<file path="src/rtl/dsm_mmd_ctrl.sv">
// dsm_mmd_ctrl: fractional-N divider controller; each period loads N (+ DSM word) and counts it down.
// Build option: define DSM_MMD_FRAC_EN to add the DSM word to N, otherwise the block is integer-N only.
`ifndef DSM_MMD_ADDRESS
`define DSM_MMD_ADDRESS 32'h0000_0040
`endif

module dsm_mmd_ctrl #(
    parameter int D_MIN = 4
) (
    input  logic        clk,
    input  logic        reset,
    input  logic [4:0]  i_dsm_data,
    output logic        o_dsm_take,
    output logic        o_div_pulse,
    output logic        o_div_clk,
    input  logic        i_wb_cyc,
    input  logic        i_wb_stb,
    input  logic        i_wb_we,
    input  logic [31:0] i_wb_addr,
    input  logic [7:0]  i_wb_data,
    output logic        o_wb_ack,
    output logic        o_wb_stall,
    output logic [7:0]  o_wb_data
);
    localparam logic [31:0] CTRL_ADDR = `DSM_MMD_ADDRESS;
    localparam logic [31:0] STAT_ADDR = CTRL_ADDR + 32'd4;
    localparam logic signed [8:0] DMIN = 9'(D_MIN);

    logic [7:0] ctrl_q, ctrl_d, stat_q, stat_d, rdata_q, rdata_d;
    logic [7:0] cnt_q, cnt_d, d_q, d_d, d_eff;
    logic       ack_q, ack_d, pulse_q, pulse_d, clk_q, clk_d, en_prev_q;
    logic       wb_req, ctrl_hit, stat_hit, en_cur, en_nxt, load;
    logic signed [8:0] s;
`ifdef DSM_MMD_FRAC_EN
    logic       take_q, take_d;
`else
    logic       unused_dsm;
`endif

    // Bus decode: CTRL write, registered ack and read data.
    always_comb begin
        wb_req   = i_wb_cyc && i_wb_stb;
        ctrl_hit = i_wb_addr == CTRL_ADDR;
        stat_hit = i_wb_addr == STAT_ADDR;
        ack_d    = wb_req && (ctrl_hit || stat_hit);
        ctrl_d   = (wb_req && i_wb_we && ctrl_hit) ? i_wb_data : ctrl_q;
        rdata_d  = (wb_req && !i_wb_we) ? (ctrl_hit ? ctrl_q : stat_hit ? stat_q : 8'h00) : rdata_q;
    end

    // Effective ratio: N plus the signed DSM word, clamped from below.
    always_comb begin
`ifdef DSM_MMD_FRAC_EN
        s     = $signed({2'b00, ctrl_q[6:0]}) + $signed({{4{i_dsm_data[4]}}, i_dsm_data});
`else
        s     = $signed({2'b00, ctrl_q[6:0]});
`endif
        d_eff = (s < DMIN) ? DMIN[7:0] : s[7:0];
    end

    // Counter next state; outputs are precomputed from next state so they line up with cnt.
    always_comb begin
        en_cur  = ctrl_q[7];
        en_nxt  = ctrl_d[7];
        load    = en_cur && (cnt_q == 8'd0 || !en_prev_q);
        cnt_d   = !(en_cur && en_nxt) ? 8'd0 : load ? d_eff - 8'd1 : cnt_q - 8'd1;
        d_d     = load ? d_eff : d_q;
        pulse_d = en_nxt && en_cur && cnt_d == 8'd0;
        clk_d   = en_nxt && en_cur && cnt_d >= (d_d >> 1);
        stat_d  = stat_q + {7'd0, pulse_q};
`ifdef DSM_MMD_FRAC_EN
        take_d  = en_nxt && (cnt_d == 8'd0 || !en_cur);
`endif
    end

    // State and output flops; reset clears everything immediately.
    always_ff @(posedge clk or negedge reset) begin
        if (!reset) begin
            ctrl_q    <= '0;
            stat_q    <= '0;
            rdata_q   <= '0;
            ack_q     <= 1'b0;
            cnt_q     <= '0;
            d_q       <= '0;
            pulse_q   <= 1'b0;
            clk_q     <= 1'b0;
            en_prev_q <= 1'b0;
`ifdef DSM_MMD_FRAC_EN
            take_q    <= 1'b0;
`endif
        end else begin
            ctrl_q    <= ctrl_d;
            stat_q    <= stat_d;
            rdata_q   <= rdata_d;
            ack_q     <= ack_d;
            cnt_q     <= cnt_d;
            d_q       <= d_d;
            pulse_q   <= pulse_d;
            clk_q     <= clk_d;
            en_prev_q <= en_cur;
`ifdef DSM_MMD_FRAC_EN
            take_q    <= take_d;
`endif
        end
    end

`ifdef DSM_MMD_FRAC_EN
    assign o_dsm_take = take_q;
`else
    assign o_dsm_take = 1'b0;
    assign unused_dsm = ^i_dsm_data;
`endif
    assign o_div_pulse = pulse_q;
    assign o_div_clk   = clk_q;
    assign o_wb_ack    = ack_q;
    assign o_wb_stall  = 1'b0;
    assign o_wb_data   = rdata_q;
endmodule

</file>
<file path="config.mk">
export PLATFORM = sky130hd
export DESIGN_NAME = dsm_mmd_ctrl
export DESIGN_NICKNAME = d
export VERILOG_FILES = /design/src/rtl/dsm_mmd_ctrl.sv
export SDC_FILE = /design/constraint.sdc
export NUM_CORES = 1
export LEC_CHECK = 0
export ABC_CLOCK_PERIOD_IN_PS = 2900
export BUFFER_PORTS_ARGS = -buffer_cell sky130_fd_sc_hd__buf_2
export CAP_MARGIN = 20
export CELL_PAD_IN_SITES_DETAIL_PLACEMENT = 1
export CELL_PAD_IN_SITES_GLOBAL_PLACEMENT = 2
export CORE_UTILIZATION = 29
export DETAILED_ROUTE_END_ITERATION = 6
export PLACE_DENSITY_LB_ADDON = 0.1
export SETUP_SLACK_MARGIN = 0.1
export SLEW_MARGIN = 40
export SYNTH_ARGS = -nofsm -noshare
export SYNTH_HDL_FRONTEND = slang
export SYNTH_SLANG_ARGS = --single-unit
</file>
<file path="constraint.sdc">
create_clock -name clk -period 2.9 [get_ports clk]
set_input_delay 0.29 -clock clk [delete_from_list [all_inputs] [get_ports clk]]
set_output_delay 0.29 -clock clk [all_outputs]
set_load 0.01 [all_outputs]
</file>
### Yosys cells after proc, flatten, opt, wreduce, memory -nomap -nowiden

Cells that the tools add are included.

| operators by class | value |
|---|---|
| $add $sub $neg | 3 |
| reduce and logical (&&, ||, !) cells | 15 |
| $lt $le $gt $ge | 2 |
| equal/unequal tests | 2 |
| multiplexer cells | 7 |

Operators with widths:

| operator | number |
|---|---|
| $eq 32x7->1 const B | 2 |
| $mux 8 | 6 |
| $logic_not 8->1 | 2 |
| $logic_and 1x1->1 | 9 |
| $add 8x1->8 | 1 |
| $ge 8x7->1 | 1 |
| $sub 7x1->8 const B | 1 |
| $sub 8x1->8 const B | 1 |
| $lt 7x3->1 const B | 1 |
| $mux 7 | 1 |
| $logic_not 1->1 | 2 |
| $logic_or 1x1->1 | 2 |

| storage, ports and cells | value |
|---|---|
| input bits | 50 |
| word-level logic and storage cells | 40 |
| flip-flop bits (word level) | 44 |
| output and inout bits | 13 |

### Depth between registers and ports, before layout

Gate-level depths: netlist (run 1).

| logic depth | value |
|---|---|
| word-level depth | 8 |
| mapped depth | 13 |
| mapped depth without buffers | 13 |

### Least setup slack after synthesis (run 1)

No wires, ideal clock.

| path | value |
|---|---|
| kind | input port to flip-flop |
| start | in i_wb_addr[21] |
| end | reg clk_q (netlist: o_div_clk) |
| data arrival time | 2916 ps |
| stages on the path | 13 |
| path slack | -163 ps |
| data required time | 2753 ps |
| cell sequence | or4_4 > nor4_4 > nand4_2 > o41ai_4 > nor2_1 > inv_1 > ha_1 > nand2b_1 > a21o_1 > a21o_1 > a211o_1 > o2111ai_1 > a31oi_1 |

| between the ends | value |
|---|---|
| cells in the longest elaborated chain, start to end | 7 |

RTL lines:

| item | RTL line | RTL |
|---|---|---|
| start, declared | 19 | `input logic [31:0] i_wb_addr,` |
| $eq 32x7->1 | 43 | `ctrl_hit = i_wb_addr == CTRL_ADDR;` |
| $logic_and 1x1->1 | 46 | `ctrl_d = (wb_req && i_wb_we && ctrl_hit) ? i_wb_data : ctrl_q;` |
| $mux 8 | 46 |  |
| $logic_and 1x1->1 | 65 | `cnt_d = !(en_cur && en_nxt) ? 8'd0 : load ? d_eff - 8'd1 : cnt_q - 8'd1;` |
| $mux 8 | 65 |  |
| named net cnt_d[0] | 30 | `logic [7:0] cnt_q, cnt_d, d_q, d_d, d_eff;` |
| $ge 8x7->1 | 68 | `clk_d = en_nxt && en_cur && cnt_d >= (d_d >> 1);` |
| $logic_and 1x1->1 | 68 |  |
| named net clk_d | 31 | `logic ack_q, ack_d, pulse_q, pulse_d, clk_q, clk_d, en_prev_q;` |
| end signal, assigned | 98 | `clk_q <= clk_d;` |
| end, declared | 31 |  |

The timed path passes the listed nets, and every way through them passes these cells.
A chain may end at the register's enable or synchronous reset.

### Final worst setup path (run 1)

| path | value |
|---|---|
| start | reg ctrl_q[4] |
| end | reg clk_q (netlist: o_div_clk) |

| between the ends | value |
|---|---|
| cells in the longest elaborated chain, start to end | 7 |
| elaborated cells between the ends (all ways) | 8 |

RTL lines:

| item | RTL line | RTL |
|---|---|---|
| start, declared | 29 | `logic [7:0] ctrl_q, ctrl_d, stat_q, stat_d, rdata_q, rdata_d;` |
| start signal, assigned | 91 | `ctrl_q <= ctrl_d;` |
| $lt 7x3->1 | 57 | `d_eff = (s < DMIN) ? DMIN[7:0] : s[7:0];` |
| $mux 7 | 57 |  |
| $sub 7x1->8 | 65 |  |
| $mux 8 (2 in a row) | 65 |  |
| named net cnt_d[2] | 30 |  |
| $ge 8x7->1 | 68 |  |
| $logic_and 1x1->1 | 68 |  |
| named net clk_d | 31 |  |

The timed path passes the listed nets, and every way through them passes these cells.

==> metrics.txt, run 1 <==
share of power burned in registers 56.2%; peak supply drop 0.0001606 V; DRC 0; Int Pwr 799.2 uW; PwrDens 359.5 nW/um^2; Max clock buf depth 2; CP peak stage delay 410 ps; Final Max Tran Viols 0; CP max stage cell or3_4; core area 7331 um^2; worst hold path type in2reg; TritonCTS clock tree yes; first-pass GRT wire length 9611 um; die height 89.69 um; HPWL after detailed placement 4494 um; status finished, final reports clean; WS Path Type reg2reg; IO buf count 55; Vias/cell 4.767; DR pass1 iterations 4; leakage power 1.526 nW; share of the synthesized area in the top cell type 48.26%; ys async rst share 100.0%; CTS H-tree lvls 2; critical-path maximum fanout 4; synthesized flop and latch total 43; Post-DRT Antenna Nets 0; Setup WS pre-CTS -316.2 ps; 1st-iter DRT viols 31; Layout Utilization 40.43%; Die X 89.69 um; Setup crit end kind flip-flop; CP Launch Type flip-flop; ys flop type dfrtp_1; mux contribution to synthesized area 8.530%; Clock Sinks 43; routability cong. 0.7383; Sw Share 25.00%; largest net degree at the start of global routing 44; Final Net Count 336; row count 31; Yosys Warn Count 0; Sum Neg Setup Slack 0 ps; Post-Synth Simple-Gate Area 18.74%; vias in the first global route 1941; sequential area share after synthesis 48.26%; antenna violations before repair 0; die area 8043 um^2; Hold Violations, Final 0; Synth cell types 49; largest family of logic cells by synthesized area simple AND/OR/NAND/NOR gates; sw power 266.4 uW; Area growth, synth to finish 32.94%; wirelength, routed 6097 um; clock-pin slew on the worst setup and hold paths 100 ps; drt wl/cell 16.17 um; Comb pwr share 5.8%; Max Fclk 0.3647 GHz; setup slack after layout 157.9 ps; cell taking the most area after synthesis dfrtp_1; Max Cap Viol 0; reg2reg setup slack 160 ps; Post-Synthesis Cells 201; XOR/XNOR share of the synthesized area 3.535%; crit path DAT 2920 ps; placed insts 366; RSZ-0062 raised after global routing true; slew at the pin closest to its max-slew limit 576.7 ps; CP cell instances nor4_2 > buf_4 > nand2b_4 > a32o_2 > or3_4 > a21oi_4 > ha_1 > a21o_1 > a211o_1 > o2111ai_2 > a31oi_1; critical path data required time 3080 ps; GRT overflow 0; Post-synth EDFFs 0; mapped cell area 2230 um^2; final setup vio count 0; Compound-Gate Fraction of Synth Area 12.91%; worst-skew pair later-pin latency 300 ps; Finished Layout Cells 377; Slew headroom 61.56%; Mean Syn Cell Area 11.09 um^2; Starting Density 30.41%; clock power share 38.0%; Tmin final 2742 ps; via count 1797; Top Family by Delay on Critical Path compound AO/OA/AOI/OAI gates; Worst Skew 10.29 ps; adder-cell share of the synthesized area 5.051%; largest cells by area after synthesis dfrtp_1 (48%), ha_1 (5.1%), mux2i_1 (4.5%); layout cell share with drive strength beyond 1 43.17%; Buffers & Inverters on Critical Path 1; gr usage total 16.12%; Overall Power 1.066 mW; fillers 850; ANT cells 0; final period utilization 94.56%; CTS buffer count 5; I/O pins 63; clock root buffer clkbuf_8
[cell usage after synthesis, types with 2 or more instances]
master     n
dfrtp_1   43
nand2_1   20
nor2_1    11
mux2i_1   10
ha_1       9
mux2_2     8
o31ai_1    8
a21oi_1    7
inv_1      7
nor4_1     7
xnor2_1    7
and2_1     4
nand2b_1   4
nand3_1    4
o21ai_0    4
or2_2      3
a21o_1     2
a31oi_1    2
a32oi_1    2
and3_1     2
buf_2      2
buf_4      2
clkbuf_1   2
nor2b_1    2
nor3_1     2
nor4_4     2
or3_1      2
xor2_1     2
[layout make-up]
cell class | count | area [um^2] | share of cell area, %
multi-input combinational | 145 | 1207 | 40.73
sequential | 43 | 1076 | 36.30
timing repair buffer | 75 | 436.7 | 14.73
tap | 99 | 123.9 | 4.179
clock buffer | 5 | 68.82 | 2.322
inverter | 7 | 26.28 | 0.8865
clock inverter | 3 | 25.02 | 0.8442
[registers in the layout, indices dropped and copies added (netlist names)]
name	cells
cnt_q	8
en_prev_q	1
o_div_pulse	1
o_div_clk	1
o_wb_data	8
o_wb_ack	1
d_q	7
stat_q	8
ctrl_q	8
[worst paths after layout]
check | end | depth (start not counted) | startpoint
max | o_div_clk$_DFF_PN0_ | 11 | ctrl_q[4]$_DFFE_PN0N_
min | ctrl_q[6]$_DFFE_PN0N_ | 2 | i_wb_data[6]
max reg2reg | o_div_clk$_DFF_PN0_ | 11 | ctrl_q[4]$_DFFE_PN0N_
min reg2reg | en_prev_q$_DFF_PN0_ | 0 | ctrl_q[7]$_DFF_PN0_
max in group asynchronous | cnt_q[2]$_DFF_PN0_ | 2 | reset
min in group asynchronous | o_wb_ack$_DFF_PN0_ | 2 | reset
[cell families (layout without fill, tap and decap cells)]
family                   after synthesis  count (layout)
flip-flops                            43              43
XOR/XNOR                               9               9
multiplexers                          18              18
adder cells (fa/ha/maj)                9               9
other                                  1               2
AO/OA/AOI/OAI                         37              37
AND/OR/NAND/NOR                       70              70
buffers and inverters                 14              90
[stage by stage]
| stage | hold slack (ps) | cell area, um^2 |
|---|---|---|
| floorplan | -5.591 | 2233 |
| global placement | 440.8 | 2724 |
| detailed placement | 337.5 | 2726 |
| CTS | 212.7 | 2882 |
| global route | 221.5 | 2964 |
| finish | 218.2 | 2964 |
[placed cells by master (no fill, tap or decap), drive strengths merged, types with 7 or more instances in the layout]
master / instances
ha: 9
xnor2: 7
o31ai: 8
nor4: 9
a21oi: 7
mux2: 8
nor2: 11
dfrtp: 43
mux2i: 10
inv: 7
nand2: 20
buf: 74
[metal layers]
layer / global-route usage, % / wire (um) / up-vias
met5: 0 / 0 / -
li1: - / - / 881
met2: 29.06 / 3174 / 32
met4: 3.896 / 16 / 0
met3: 2.834 / 187 / 2
met1: 19.93 / 2719 / 882
[repair_timing]
action	in CTS	in global routing
gates resized for setup	11	12
pin swaps	13	11
endpoints found under the hold margin	15	0
buffers inserted	0	2
hold buffers	1	0
setup endpoints to repair	1	1
[power groups by stage]
stage	Sequential, mW	Combinational [mW]	Clock [mW]
6_report	0.599	0.0616	0.405
4_1_cts	0.599	0.0628	0.425
3_3_place_gp	0.611	0.0594	0
3_5_place_dp	0.611	0.0610	0
2_1_floorplan	0.611	0.0161	0
5_1_grt	0.599	0.0689	0.439
No activity file was read; power rests on OpenSTA's default activity.
==> run 2, diff against run 1 <==
Settings changed: CELL_PAD_IN_SITES_DETAIL_PLACEMENT 1 to unset, CELL_PAD_IN_SITES_GLOBAL_PLACEMENT 2 to unset, CORE_UTILIZATION 29 to 30, PLACE_DENSITY_LB_ADDON 0.1 to unset.
==> run 2 against run 1 <==
Net effect: die area shrank 3.3%; routed wire length shrank 18%; design area grew 0.97%; via count is essentially flat; clock skew shrank 3.3 ps; critical path depth is the same; sequential share of layout area shrank 0.35 points; first-iteration DRC count grew 68%; sequential power is essentially flat; clock power grew 17%; register-to-register slack gained 20 ps; critical path type unchanged.
==> metrics.txt, run 2 (synthesis results as in run 1) <==
status finished, final reports clean; row count 31 (unchanged); worst hold path type in2reg; Worst Skew 7.026 ps (-3.262 ps); Tmin final 2723 ps (-18.89 ps); Final Net Count 340 (+1.2%); Hold Violations, Final 0 (unchanged); PwrDens 378.4 nW/um^2 (+5.3%); reg2reg setup slack 180 ps (+20 ps); Register Area 1076 um^2 (unchanged); routability cong. 0.8386 (+14%); Starting Density 30.91% (+0.49 points); clock-pin slew on the worst setup and hold paths 90 ps (about the same); Sum Neg Setup Slack 0 ps (unchanged); Layout Utilization 41.48% (+1.1 points); Overall Power 1.133 mW (+6.3%); worst-skew pair later-pin latency 310 ps (about the same); wirelength, routed 5026 um (-18%); slew at the pin closest to its max-slew limit 524.8 ps (-51.82 ps); CP cell instances nor4_2 > buf_4 > nand2b_1 > a41o_1 > or3_4 > a21oi_4 > ha_1 > a21o_1 > a211o_1 > o2111ai_2 > a31oi_1; commonest non-fill, non-tap cell in the layout buf_2; WS Path Type reg2reg; Buffers & Inverters on Critical Path 1 (unchanged); Max Cap Viol 0 (unchanged); Crit path depth 11 (unchanged); reg2reg end o_div_clk$_DFF_PN0_; most frequent cells in the layout buf_2 (53), dfrtp_1 (43), buf_4 (23), nand2_1 (20); crit path DAT 2900 ps (-20 ps); GRT overflow 0 (unchanged); largest net degree at the start of global routing 44 (unchanged); via count 1796 (-0.056%); Slew headroom 65.01% (+3.5 points); CTS H-tree lvls 2 (unchanged); Hold WS 217.9 ps (-0.2910 ps); die height 88.21 um (-1.6%); Max clock buf depth 2 (unchanged); CTS buffer count 5 (unchanged); CP Launch Type flip-flop; RSZ-0062 raised after global routing true; Vias/cell 4.714 (-1.1%); Post-DRT Antenna Nets 0 (unchanged); core area 7214 um^2 (-1.6%); layout cell share with drive strength beyond 1 42.55% (-0.61 points); DR pass1 iterations 4 (unchanged); Area growth, synth to finish 34.23%; Setup crit end kind flip-flop; vias in the first global route 1771 (-8.8%); peak supply drop 0.0001920 V (+20%); antenna violations before repair 0 (unchanged); I/O pins 63 (unchanged); CP max stage cell or3_4; drt wl/cell 13.19 um (-18%); final period utilization 93.90% (-0.65 points); gr usage total 14.41% (-1.7 points); die area 7781 um^2 (-3.3%); ANT cells 0 (unchanged); Final Max Tran Viols 0 (unchanged); final setup vio count 0 (unchanged); clock root buffer clkbuf_8; Max Fclk 0.3672 GHz (+0.69%); HPWL after detailed placement 3898 um (-13%); Multi-input gate area 1184 um^2 (-2.0%); critical path data required time 3080 ps (about the same); crit path from ctrl_q[4]$_DFFE_PN0N_; 1st-iter DRT viols 52 (+68%); TritonCTS clock tree yes; fillers 715 (-16%); DRC 0 (unchanged); Die X 88.21 um (-1.6%); critical-path maximum fanout 3 (-1); CP endpoint o_div_clk$_DFF_PN0_; Top Family by Delay on Critical Path compound AO/OA/AOI/OAI gates; Clock Sinks 43 (unchanged); worst reg2reg path depth 11 (unchanged); CP peak stage delay 430 ps (+20 ps); IO buf count 55 (unchanged); RR Startpoint ctrl_q[4]$_DFFE_PN0N_; first-pass GRT wire length 8418 um (-12%); leakage power 1.558 nW (+2.1%)
run 2: cell types whose count changed in the layout (fill, tap and decap cells not counted), sizes merged:
| cell | change |
|---|---|
| buf | +4 |
| bufinv | +1 |
| clkinvlp | -1 |
run 2: area by class of cell:
cell class | instances | share of cell area, %
multi-input combinational | 145 | 39.55
sequential | 43 | 35.95
timing repair buffer | 79 | 15.72
tap | 99 | 4.139
clock buffer | 5 | 2.299
clock inverter | 3 | 1.463
inverter | 7 | 0.8779
run 2: worst register-to-register path, delay by kind of cell (launching register included):
family	cells	cell delay [ps]
buffers and inverters	1	150
AOI/OAI and AO/OA	6	1040
DFF	1	390
adders and majority gates	1	240
and+or+nand+nor	3	780
run 2: through the flow:
stage	std cells	setup WS, ps	cell area [um^2]
2_1_floorplan	202	-162.6	2233
5_1_grt	381	13.06	2993
3_3_place_gp	369	-231.6	2746
6_report	381	176.8	2993
3_5_place_dp	369	-299.4	2749
4_1_cts	380	77.59	2913
run 2: worst min path at each step:
stage                          start  slack, ps               endpoint  depth (start not counted)
floorplan                      reset         -6     cnt_q[0]$_DFF_PN0_                          0
global placement    d_q[7]$_DFF_PN0_        450       d_q[7]$_DFF_PN0_                          2
detailed placement             reset        310       d_q[7]$_DFF_PN0_                          1
CTS                     i_wb_data[6]        210  ctrl_q[6]$_DFFE_PN0N_                          2
global route            i_wb_data[4]        220  ctrl_q[4]$_DFFE_PN0N_                          2
finish                  i_wb_data[6]        220  ctrl_q[6]$_DFFE_PN0N_                          2
run 2: timing repair:
action | in CTS | in global routing
endpoints found under the hold margin | 43 | 0
hold buffers | 1 | 0
setup endpoints to repair | 1 | 1
resized for setup | 5 | 15
buffers inserted | 2 | 1
pin swaps | 12 | 11
run 2: per-layer routing:
| layer | GRT usage, % | part of all wire [%] | up-vias |
|---|---|---|---|
| li1 | - | - | 891 |
| met1 | 18.35 | 46 | 870 |
| met2 | 23.64 | 49 | 24 |
| met3 | 2.799 | 2.5 | 11 |
| met4 | 6.745 | 2.6 | 0 |
| met5 | 0 | 0 | - |
run 2: power by group:
group | switching [mW] | leakage (nW) | internal, mW
sequential | 0.000000000840 | 0.601 | 0.599
combinational | 0.0315 | 0.898 | 0.0285
clock | 0.217 | 0.0581 | 0.256
